==> config.mk <==
export PLATFORM = sky130hd
export DESIGN_NAME = frame_buffer_ctrl
export DESIGN_NICKNAME = d
export VERILOG_FILES = /design/src/rtl/fb_pkg.sv /design/src/rtl/fb_rd_fifo.sv /design/src/rtl/frame_buffer_ctrl.sv
export SDC_FILE = /design/constraint.sdc
export NUM_CORES = 1
export LEC_CHECK = 0
export BUFFER_PORTS_ARGS = -buffer_cell sky130_fd_sc_hd__buf_2
export CAP_MARGIN = 10
export CELL_PAD_IN_SITES_DETAIL_PLACEMENT = 1
export CELL_PAD_IN_SITES_GLOBAL_PLACEMENT = 2
export CORE_MARGIN = 5
export CORE_UTILIZATION = 30
export DETAILED_ROUTE_END_ITERATION = 10
export GPL_ROUTABILITY_DRIVEN = 1
export PLACE_DENSITY_LB_ADDON = 0.1
export SLEW_MARGIN = 20
export SYNTH_ARGS = -nofsm -noshare
export SYNTH_HDL_FRONTEND = slang
export SYNTH_SLANG_ARGS = --single-unit
==> constraint.sdc <==
create_clock -name clk -period 4.52 [get_ports clk]
set_clock_uncertainty 0.1 [all_clocks]
set_input_delay 0.678 -clock clk [delete_from_list [all_inputs] [get_ports clk]]
set_output_delay 0.678 -clock clk [all_outputs]
set_load 0.05 [all_outputs]
==> src/rtl/fb_pkg.sv <==
// Shared types and constants for the double-buffered frame controller.
package fb_pkg;
    localparam int FB_DATA_W     = 16;
    localparam int FB_BANK_AW    = 15;
    localparam int FB_FRAME_LEN  = 32768;
    localparam int FB_RD_LAT     = 2;

    localparam int FB_FIFO_DEPTH = 4;
    localparam int FB_CNT_W      = $clog2(FB_FIFO_DEPTH + 1);
    localparam int FB_PTR_W      = $clog2(FB_FIFO_DEPTH);

    typedef enum logic [1:0] {
        R_IDLE,
        R_FETCH,
        R_DRAIN
    } rd_state_e;
endpackage

==> src/rtl/fb_rd_fifo.sv <==
// Small return-data FIFO for the reader; each entry is {last, data}.
module fb_rd_fifo
    import fb_pkg::*;
#(
    parameter int W = FB_DATA_W + 1
) (
    input  logic                clk,
    input  logic                rst,
    input  logic                push,
    input  logic [W-1:0]        din,
    input  logic                pop,
    output logic [W-1:0]        dout,
    output logic                empty,
    output logic [FB_CNT_W-1:0] count
);
    logic [W-1:0]        mem [FB_FIFO_DEPTH];
    logic [FB_PTR_W-1:0] wp, rp;

    always_ff @(posedge clk) begin
        if (rst) begin
            wp    <= '0;
            rp    <= '0;
            count <= '0;
        end else begin
            if (push) wp <= wp + FB_PTR_W'(1);
            if (pop)  rp <= rp + FB_PTR_W'(1);
            case ({push, pop})
                2'b10:   count <= count + FB_CNT_W'(1);
                2'b01:   count <= count - FB_CNT_W'(1);
                default: ;
            endcase
        end
    end

    always_ff @(posedge clk) begin
        if (push) mem[wp] <= din;
    end

    assign dout  = mem[rp];
    assign empty = (count == '0);
endmodule

==> src/rtl/frame_buffer_ctrl.sv <==
// Two-bank frame buffer: producer fills one bank while consumer plays the other.
// Optional statistics counters: define FRAME_BUFFER_STATS_EN.
module frame_buffer_ctrl
    import fb_pkg::*;
#(
    parameter int DATA_W    = FB_DATA_W,
    parameter int BANK_AW   = FB_BANK_AW,
    parameter int FRAME_LEN = FB_FRAME_LEN,
    parameter int RD_LAT    = FB_RD_LAT
) (
    input  logic               clk,
    input  logic               rst,
    input  logic               wr_valid,
    input  logic               wr_sof,
    input  logic [DATA_W-1:0]  wr_data,
    output logic               wr_ready,
    input  logic               rd_start,
    output logic               rd_valid,
    output logic [DATA_W-1:0]  rd_data,
    output logic               rd_last,
    input  logic               rd_ready,
    output logic               ram_wren,
    output logic [BANK_AW:0]   ram_waddr,
    output logic [DATA_W-1:0]  ram_wdata,
    output logic [BANK_AW:0]   ram_raddr,
    input  logic [DATA_W-1:0]  ram_rdata,
    output logic               frame_avail,
    output logic               rd_underrun
`ifdef FRAME_BUFFER_STATS_EN
    ,
    output logic [15:0]        stat_frames,
    output logic [15:0]        stat_underruns
`endif
);
    localparam logic [BANK_AW-1:0] LAST_OFF = BANK_AW'(FRAME_LEN - 1);

    logic                wb, rb, rb_nxt, out_en;
    logic [1:0]          full, full_nxt;
    logic [BANK_AW-1:0]  wcnt, rcnt, woff;
    rd_state_e           state, state_nxt;
    logic [RD_LAT:1]     vld_pipe, last_pipe;
    logic [FB_CNT_W-1:0] fifo_count, inflight;
    logic                wr_acc, wr_done, rd_done, issue, pop;
    logic                fifo_empty, fifo_last, underrun_nxt, underrun_q, avail_q;

    // out_en keeps the write port closed for the first cycle after reset
    assign wr_ready  = !rst && out_en && !full[wb];
    assign wr_acc    = wr_valid && wr_ready;
    assign woff      = wr_sof ? '0 : wcnt;
    assign wr_done   = wr_acc && (woff == LAST_OFF);
    assign ram_wren  = wr_acc;
    assign ram_waddr = {wb, woff};
    assign ram_wdata = wr_data;
    assign ram_raddr = rst ? '0 : {rb, rcnt};

    always_comb begin
        inflight = '0;
        for (int k = 1; k <= RD_LAT; k++) inflight = inflight + FB_CNT_W'(vld_pipe[k]);
    end

    // Credit check keeps FIFO + in-flight reads within the FIFO depth
    assign issue = (state == R_FETCH) &&
                   (({1'b0, inflight} + {1'b0, fifo_count}) < (FB_CNT_W + 1)'(FB_FIFO_DEPTH));

    assign rd_valid    = !rst && !fifo_empty;
    assign rd_last     = rd_valid && fifo_last;
    assign pop         = rd_valid && rd_ready;
    assign rd_done     = (state == R_DRAIN) && pop && fifo_last;
    assign rb_nxt      = rd_done ? ~rb : rb;
    assign rd_underrun = !rst && underrun_q;
    assign frame_avail = !rst && avail_q;

    always_comb begin
        state_nxt    = state;
        underrun_nxt = 1'b0;
        case (state)
            R_IDLE: begin
                if (rd_start) begin
                    if (full[rb]) state_nxt = R_FETCH;
                    else          underrun_nxt = 1'b1;
                end
            end
            R_FETCH: if (issue && rcnt == LAST_OFF) state_nxt = R_DRAIN;
            R_DRAIN: if (rd_done) state_nxt = R_IDLE;
            default: state_nxt = R_IDLE;
        endcase
    end

    // Writer and reader always touch different banks when both fire
    always_comb begin
        full_nxt = full;
        if (rd_done) full_nxt[rb] = 1'b0;
        if (wr_done) full_nxt[wb] = 1'b1;
    end

    always_ff @(posedge clk) begin
        if (rst) begin
            out_en     <= 1'b0;
            state      <= R_IDLE;
            wb         <= 1'b0;
            rb         <= 1'b0;
            full       <= '0;
            wcnt       <= '0;
            rcnt       <= '0;
            underrun_q <= 1'b0;
            avail_q    <= 1'b0;
            vld_pipe   <= '0;
            last_pipe  <= '0;
        end else begin
            out_en     <= 1'b1;
            state      <= state_nxt;
            full       <= full_nxt;
            rb         <= rb_nxt;
            underrun_q <= underrun_nxt;
            avail_q    <= full_nxt[rb_nxt] && (state_nxt == R_IDLE);
            if (wr_acc)  wcnt <= wr_done ? '0 : woff + BANK_AW'(1);
            if (wr_done) wb   <= ~wb;
            if (state == R_IDLE) rcnt <= '0;
            else if (issue)      rcnt <= rcnt + BANK_AW'(1);
            vld_pipe[1]  <= issue;
            last_pipe[1] <= issue && (rcnt == LAST_OFF);
            for (int k = 2; k <= RD_LAT; k++) begin
                vld_pipe[k]  <= vld_pipe[k-1];
                last_pipe[k] <= last_pipe[k-1];
            end
        end
    end

    fb_rd_fifo #(.W(DATA_W + 1)) u_fifo (
        .clk   (clk),
        .rst   (rst),
        .push  (vld_pipe[RD_LAT]),
        .din   ({last_pipe[RD_LAT], ram_rdata}),
        .pop   (pop),
        .dout  ({fifo_last, rd_data}),
        .empty (fifo_empty),
        .count (fifo_count)
    );

`ifdef FRAME_BUFFER_STATS_EN
    always_ff @(posedge clk) begin
        if (rst) begin
            stat_frames    <= '0;
            stat_underruns <= '0;
        end else begin
            if (wr_done)      stat_frames    <= stat_frames + 16'd1;
            if (underrun_nxt) stat_underruns <= stat_underruns + 16'd1;
        end
    end
`else
    // statistics counters compiled out
`endif
endmodule

==> flow_summary.json, run 1 <==
{
  "status": "finished, final reports clean",
  "grt_pass1_vias": 3679,
  "core_area_um2": 17240,
  "slew_violations": 0,
  "grt_pass1_wl_mm": 19.31,
  "crit_required_ns": 3.74,
  "hp-class": "reg2reg",
  "cts_setup_buffers": 0,
  "vias_per_cell": 4.632,
  "yosys_register_bits": 120,
  "htree_num_levels": 4,
  "dp_hpwl_mm": 7.805,
  "wire_per_inst_um": 16.18,
  "hold_viol": 0,
  "port_buffers": 75,
  "synth-simple-area-share": 0.1664,
  "peakVddDrop_mv": 0.2419,
  "critPathTopFamily": "flip-flops",
  "grt_util_met2": 0.2002,
  "cp_data_arrival_time_ns": 2.21,
  "setup_viol": 0,
  "finalCritPeriodShare": 0.6616,
  "synth_top_family_by_area": "simple AND/OR/NAND/NOR gates",
  "clkTransAtPathRegs_ns": 0.05,
  "grt_max_degree": 39,
  "powerDensity_nw_per_um2": 412.6,
  "fmax_ghz": 0.3344,
  "relSlewSlack": 0.3428,
  "grt_antenna_before_repair": 0,
  "dr.pass1.iters": 4,
  "pwr-share-comb": 0.018,
  "synth_edf_count": 68,
  "die-area_um2": 20210,
  "final_cell_mix": "75 x buf_2, 68 x edfxtp_1, 52 x dfxtp_1",
  "ys_seq_area_frac": 0.5883,
  "sw_frac_of_total": 0.2014,
  "syn_area_per_cell_um2": 12.30,
  "clk_path_buf_depth": 2,
  "drc": 0,
  "finalNonFillerCells": 726,
  "use_met1": 0.1574,
  "synth_mux_area_frac": 0.08381,
  "cts_root_buf": "clkbuf_16",
  "syn_nets": 473,
  "worst_pin_slew_ns": 0.9857,
  "cts_resized": 0,
  "antenna_cells": 0,
  "vias": 3363,
  "synthArstFlopShare": 0,
  "boundaryPins": 108,
  "power.net_switching_mw": 0.5269,
  "synth_adder_area_share": 0.02292,
  "syn_inst": 426,
  "syn2layout_area_growth_pct": 20.96,
  "synth-compound-area-share": 0.04943,
  "p_leak_nw": 2.279,
  "power_frac_clock": 0.541,
  "place_congestion": 0.7336,
  "die_h_um": 142.2,
  "rsz0062_at_grt": "false",
  "drv_cap": 0,
  "drt_iter0_markers": 125,
  "grt_overflow": 0,
  "cts_num_sinks": 120,
  "worst-setup-path-type": "reg2out",
  "drive_gt1_frac": 0.2675,
  "cp-start-kind": "flip-flop",
  "end_kind": "output pin",
  "min_period_ns": 2.990,
  "core.rowCount": 48,
  "cts_tree": "yes",
  "num-nets-final": 535,
  "yosys_most_used_dff": "edfxtp_1",
  "start_util": 0.3040,
  "top_usage_layer": "met2",
  "synth_area_um2": 5240,
  "dp_slack_ns": 1.447,
  "cts_buffers": 17,
  "final_common_cell": "buf_2",
  "synthXorXnorAreaFrac": 0.04155,
  "cp_max_fo": 17,
  "seqPwrFrac": 0.441,
  "use_met3": 0.03461,
  "hold_buffers": 0,
  "antenna_left": 0,
  "path_buf_inv": 1,
  "die_x_um": 142.2,
  "grtUsageTotal": 0.1233,
  "path_cells": "mux4_2 > and2_1 > buf_2",
  "timing.setup.tns_ns": 0,
  "fillers": 1896,
  "internal_power_mw": 2.089,
  "max_stage_delay_ns": 0.91,
  "dp.cells": 694,
  "synth_cell_types": 50,
  "setup_slack_ns": 1.530,
  "slowest_stage": "dfxtp_1",
  "yosysWarnings": 0,
  "clock_latency_ns": 0.41,
  "wl_mm": 11.75
}
per-layer routing:
metal	up-vias	share of wire
met5	-	0
met4	0	0.015
met3	21	0.041
met2	65	0.47
met1	1638	0.48
li1	1639	-
flip-flops by register name (all words and copies together) (netlist names), 2 cells and up, named ones only:
register	cells
wcnt	15
u_fifo.mem	68
state	2
u_fifo.wp	2
u_fifo.count	3
vld_pipe	2
last_pipe	2
full	2
rcnt	15
u_fifo.rp	2
per-stage QoR:
step | utilization | hold WS, ns | area (um2) | power (mW)
floorplan | - | 0.3138 | 5240 | 1.239
global placement | 0.3312 | 0.3474 | 5708 | 1.222
detailed placement | 0.3314 | 0.3398 | 5712 | 1.224
CTS | 0.3677 | 0.3529 | 6339 | 2.659
global route | 0.3677 | 0.3664 | 6339 | 2.724
finish | 0.3677 | 0.3452 | 6339 | 2.616
worst register-to-register path: stages (launching register included):
cell	delay, ns
dfxtp_1	0.91
mux4_2	0.45
nand4b_2	0.18
xnor2_2	0.25
mux2i_1	0.20
o21ai_1	0.08
o2111a_1	0.14
kinds of logic (layout without fill, tap and decap cells):
family,Yosys count,count (layout)
multiplexers,22,22
AO/OA/AOI/OAI,45,45
adder cells (fa/ha/maj),9,9
flip-flops,120,120
XOR/XNOR,24,24
buffers and inverters,46,121
AND/OR/NAND/NOR,160,160
Yosys cell counts, types with 8 or more instances:
master     n  area, um2
mux4_2    17      382.9
inv_1     11      41.29
o21ai_0   11      55.05
xnor2_1    9      78.83
xor2_1    14      122.6
nand2_1   19      71.32
clkbuf_1  11      41.29
a21oi_1   19      95.09
nor2b_1   37      231.5
nand3_1    9      45.04
and2_1     9      56.30
dfxtp_1   52       1041
edfxtp_1  68       2042
nor2_1    45      168.9
buf_4     17      127.6
ha_1       8      100.1
power by group through the flow:
stage / registers [mW] / clock network (mW) / logic (mW)
floorplan: 1.18 / 0 / 0.0621
global placement: 1.18 / 0 / 0.0448
finish: 1.15 / 1.42 / 0.0460
detailed placement: 1.18 / 0 / 0.0469
global route: 1.15 / 1.52 / 0.0509
CTS: 1.15 / 1.46 / 0.0471
cell type report:
type	instances	area, um2	area share
repair buffers	77	390.4	0.06159
clock buffers	17	425.4	0.06711
inverters	12	45.04	0.007106
multi-input cells	260	1912	0.3016
well taps	225	281.5	0.04441
clock inverters	15	201.4	0.03178
flip-flops and latches	120	3083	0.4864
final timing paths:
kind | slack [ns] | cells past startpoint | from | endpoint
max | 1.53 | 3 | flip-flop | rd_last
max reg2reg | 2.10 | 6 | flip-flop | avail_q
min | 0.35 | 1 | last_pipe[1] | last_pipe[2]
min reg2reg | 0.35 | 1 | last_pipe[1] | last_pipe[2]
(Power assumes the default switching activity.)
==> inputs of run 2 (changes only) <==
==> constraint.sdc (replaced) <==
create_clock -name clk -period 2.4 [get_ports clk]
set_clock_uncertainty 0.1 [all_clocks]
set_input_delay 0.36 -clock clk [delete_from_list [all_inputs] [get_ports clk]]
set_output_delay 0.36 -clock clk [all_outputs]
set_load 0.05 [all_outputs]
==> run 2 against run 1 <==
Effect of this change: sequential share of layout area down 1.0 points; hold slack worse by 0.28 ns; global-route usage up 0.38 points; register-to-register slack worse by 1.8 ns; die area unchanged; clock-buffer cell count unchanged; final cell count up 2.6%; clock power up 74%; first-iteration DRC count down 8.8%; critical path type unchanged; critical endpoint is now rd_data[14].
==> flow_summary.json, run 2 (synthesis gave the netlist of run 1 again) <==
{
  "clock_latency_ns": 0.41,
  "num-nets-final": 554,
  "hold_buffers": 0,
  "power.net_switching_mw": 1.008,
  "rsz0062_at_grt": "false",
  "drv_cap": 0,
  "rr_endpoint": "u_fifo.count[2]",
  "grt_pass1_vias": 3859,
  "top_usage_layer": "met2",
  "min_period_ns": 2.313,
  "finalCritPeriodShare": 0.9638,
  "pwr-share-comb": 0.020,
  "peakVddDrop_mv": 0.4716,
  "internal_power_mw": 3.726,
  "slowest_stage": "mux4_2",
  "reg.largest.list": "u_fifo.mem: 68 flops, rcnt: 15 flops, wcnt: 15 flops",
  "hold_viol": 0,
  "whs_endpoint": "u_fifo.mem[2][13]",
  "r2r_slack_ns": 0.27,
  "power_frac_clock": 0.521,
  "grt_overflow": 0,
  "slew_violations": 0,
  "cp-start-kind": "flip-flop",
  "path_buf_inv": 2,
  "setup_viol": 0,
  "hold_path.startpoint": "ram_rdata[13]",
  "end_kind": "output pin",
  "use_met1": 0.1634,
  "vias": 3493,
  "htree_num_levels": 4,
  "clkTransAtPathRegs_ns": 0.06,
  "drive_gt1_frac": 0.3058,
  "grt_pass1_wl_mm": 19.95,
  "boundaryPins": 108,
  "cts_setup_buffers": 0,
  "hp-class": "in2reg",
  "start_util": 0.3040,
  "cts_root_buf": "clkbuf_16",
  "worstReg2RegStart": "u_fifo.count[0]",
  "grt_max_degree": 55,
  "die_x_um": 142.2,
  "setup_slack_ns": 0.08687,
  "timing.setup.tns_ns": 0,
  "worst_pin_slew_ns": 0.5982,
  "use_met3": 0.03461,
  "dp_hpwl_mm": 8.189,
  "grtUsageTotal": 0.1271,
  "drc": 0,
  "hold_depth": 1,
  "place_congestion": 0.7477,
  "final_cell_mix": "74 x buf_2, 68 x edfxtp_1, 51 x dfxtp_1",
  "drt_iter0_markers": 114,
  "crit_required_ns": 1.94,
  "powerDensity_nw_per_um2": 731.3,
  "relSlewSlack": 0.6012,
  "wl_mm": 12.20,
  "path_cells": "buf_6 > mux4_2 > buf_2",
  "die_h_um": 142.2,
  "dp_slack_ns": 0.05155,
  "largest_register_ffs": 68,
  "core.rowCount": 48,
  "status": "finished, final reports clean",
  "clk_path_buf_depth": 2,
  "cts_num_sinks": 120,
  "vias_per_cell": 4.689,
  "max_stage_delay_ns": 0.57,
  "worst-setup-path-type": "reg2out",
  "wire_per_inst_um": 16.37,
  "cp_max_fo": 16,
  "cts_tree": "yes",
  "sw_frac_of_total": 0.2129,
  "cp_data_arrival_time_ns": 1.85,
  "port_buffers": 75,
  "syn2layout_area_growth_pct": 23.54,
  "fmax_ghz": 0.4323,
  "cts_buffers": 17,
  "p_leak_nw": 2.350,
  "grt_util_met2": 0.2040,
  "critPathTopFamily": "multiplexers",
  "seqPwrFrac": 0.459,
  "core_area_um2": 17240,
  "dr.pass1.iters": 4,
  "largest_register": "u_fifo.mem",
  "antenna_cells": 0,
  "die-area_um2": 20210,
  "reg2reg_depth": 8,
  "final_common_cell": "buf_2",
  "antenna_left": 0,
  "finalPower_mw": 4.734,
  "grt_antenna_before_repair": 0
}
run 2: per-stage QoR:
step	hold slack [ns]	cell area, um2	utilization	instances
2_1_floorplan	0.3138	5306	-	426
3_3_place_gp	0.3313	5887	0.3415	713
3_5_place_dp	0.3390	5887	0.3415	713
4_1_cts	0.03856	6472	0.3755	745
5_1_grt	0.04804	6474	0.3756	745
6_report	0.06657	6474	0.3756	745
run 2: worst max path at each step:
| stage | start | end | slack, ns | cells past startpoint |
|---|---|---|---|---|
| after detailed placement | rst | u_fifo.count[2] | 0.05 | 9 |
| after global routing | flip-flop | rd_data[14] | 0.001 | 3 |
| final | flip-flop | rd_data[14] | 0.09 | 3 |
| after CTS | wb | ram_wren | 0.03 | 5 |
| after floorplan | wb | wcnt[10] | 0.01 | 8 |
| after global placement | rst | u_fifo.count[2] | 0.13 | 9 |
run 2: timing repair:
action                                  4_1_cts  5_1_grt
gates resized for setup                       2        1
endpoints found under the setup margin       10        1
pin swaps                                     0        0
run 2: power by group through the flow:
stage | combinational, mW | sequential, mW | clock (mW)
after global routing | 0.104 | 2.17 | 2.65
after detailed placement | 0.0961 | 2.22 | 0
after CTS | 0.0968 | 2.17 | 2.55
after global placement | 0.0933 | 2.22 | 0
final | 0.0944 | 2.17 | 2.47
after floorplan | 0.123 | 2.22 | 0
run 2: layout make-up:
cell class,count,area (um2)
Sequential cell,120,3084
Tap cell,225,281.5
Timing Repair Buffer,96,539.3
Clock buffer,17,425.4
Multi-Input combinational cell,260,1944
Fill cell,1872,10760
Clock inverter,15,153.9
Inverter,12,45.04
run 2: layer usage:
| layer | share of wire | wire (um) |
|---|---|---|
| met5 | 0 | 0 |
| met4 | 0.017 | 212 |
| met3 | 0.044 | 536 |
| met2 | 0.47 | 5718 |
| met1 | 0.47 | 5732 |
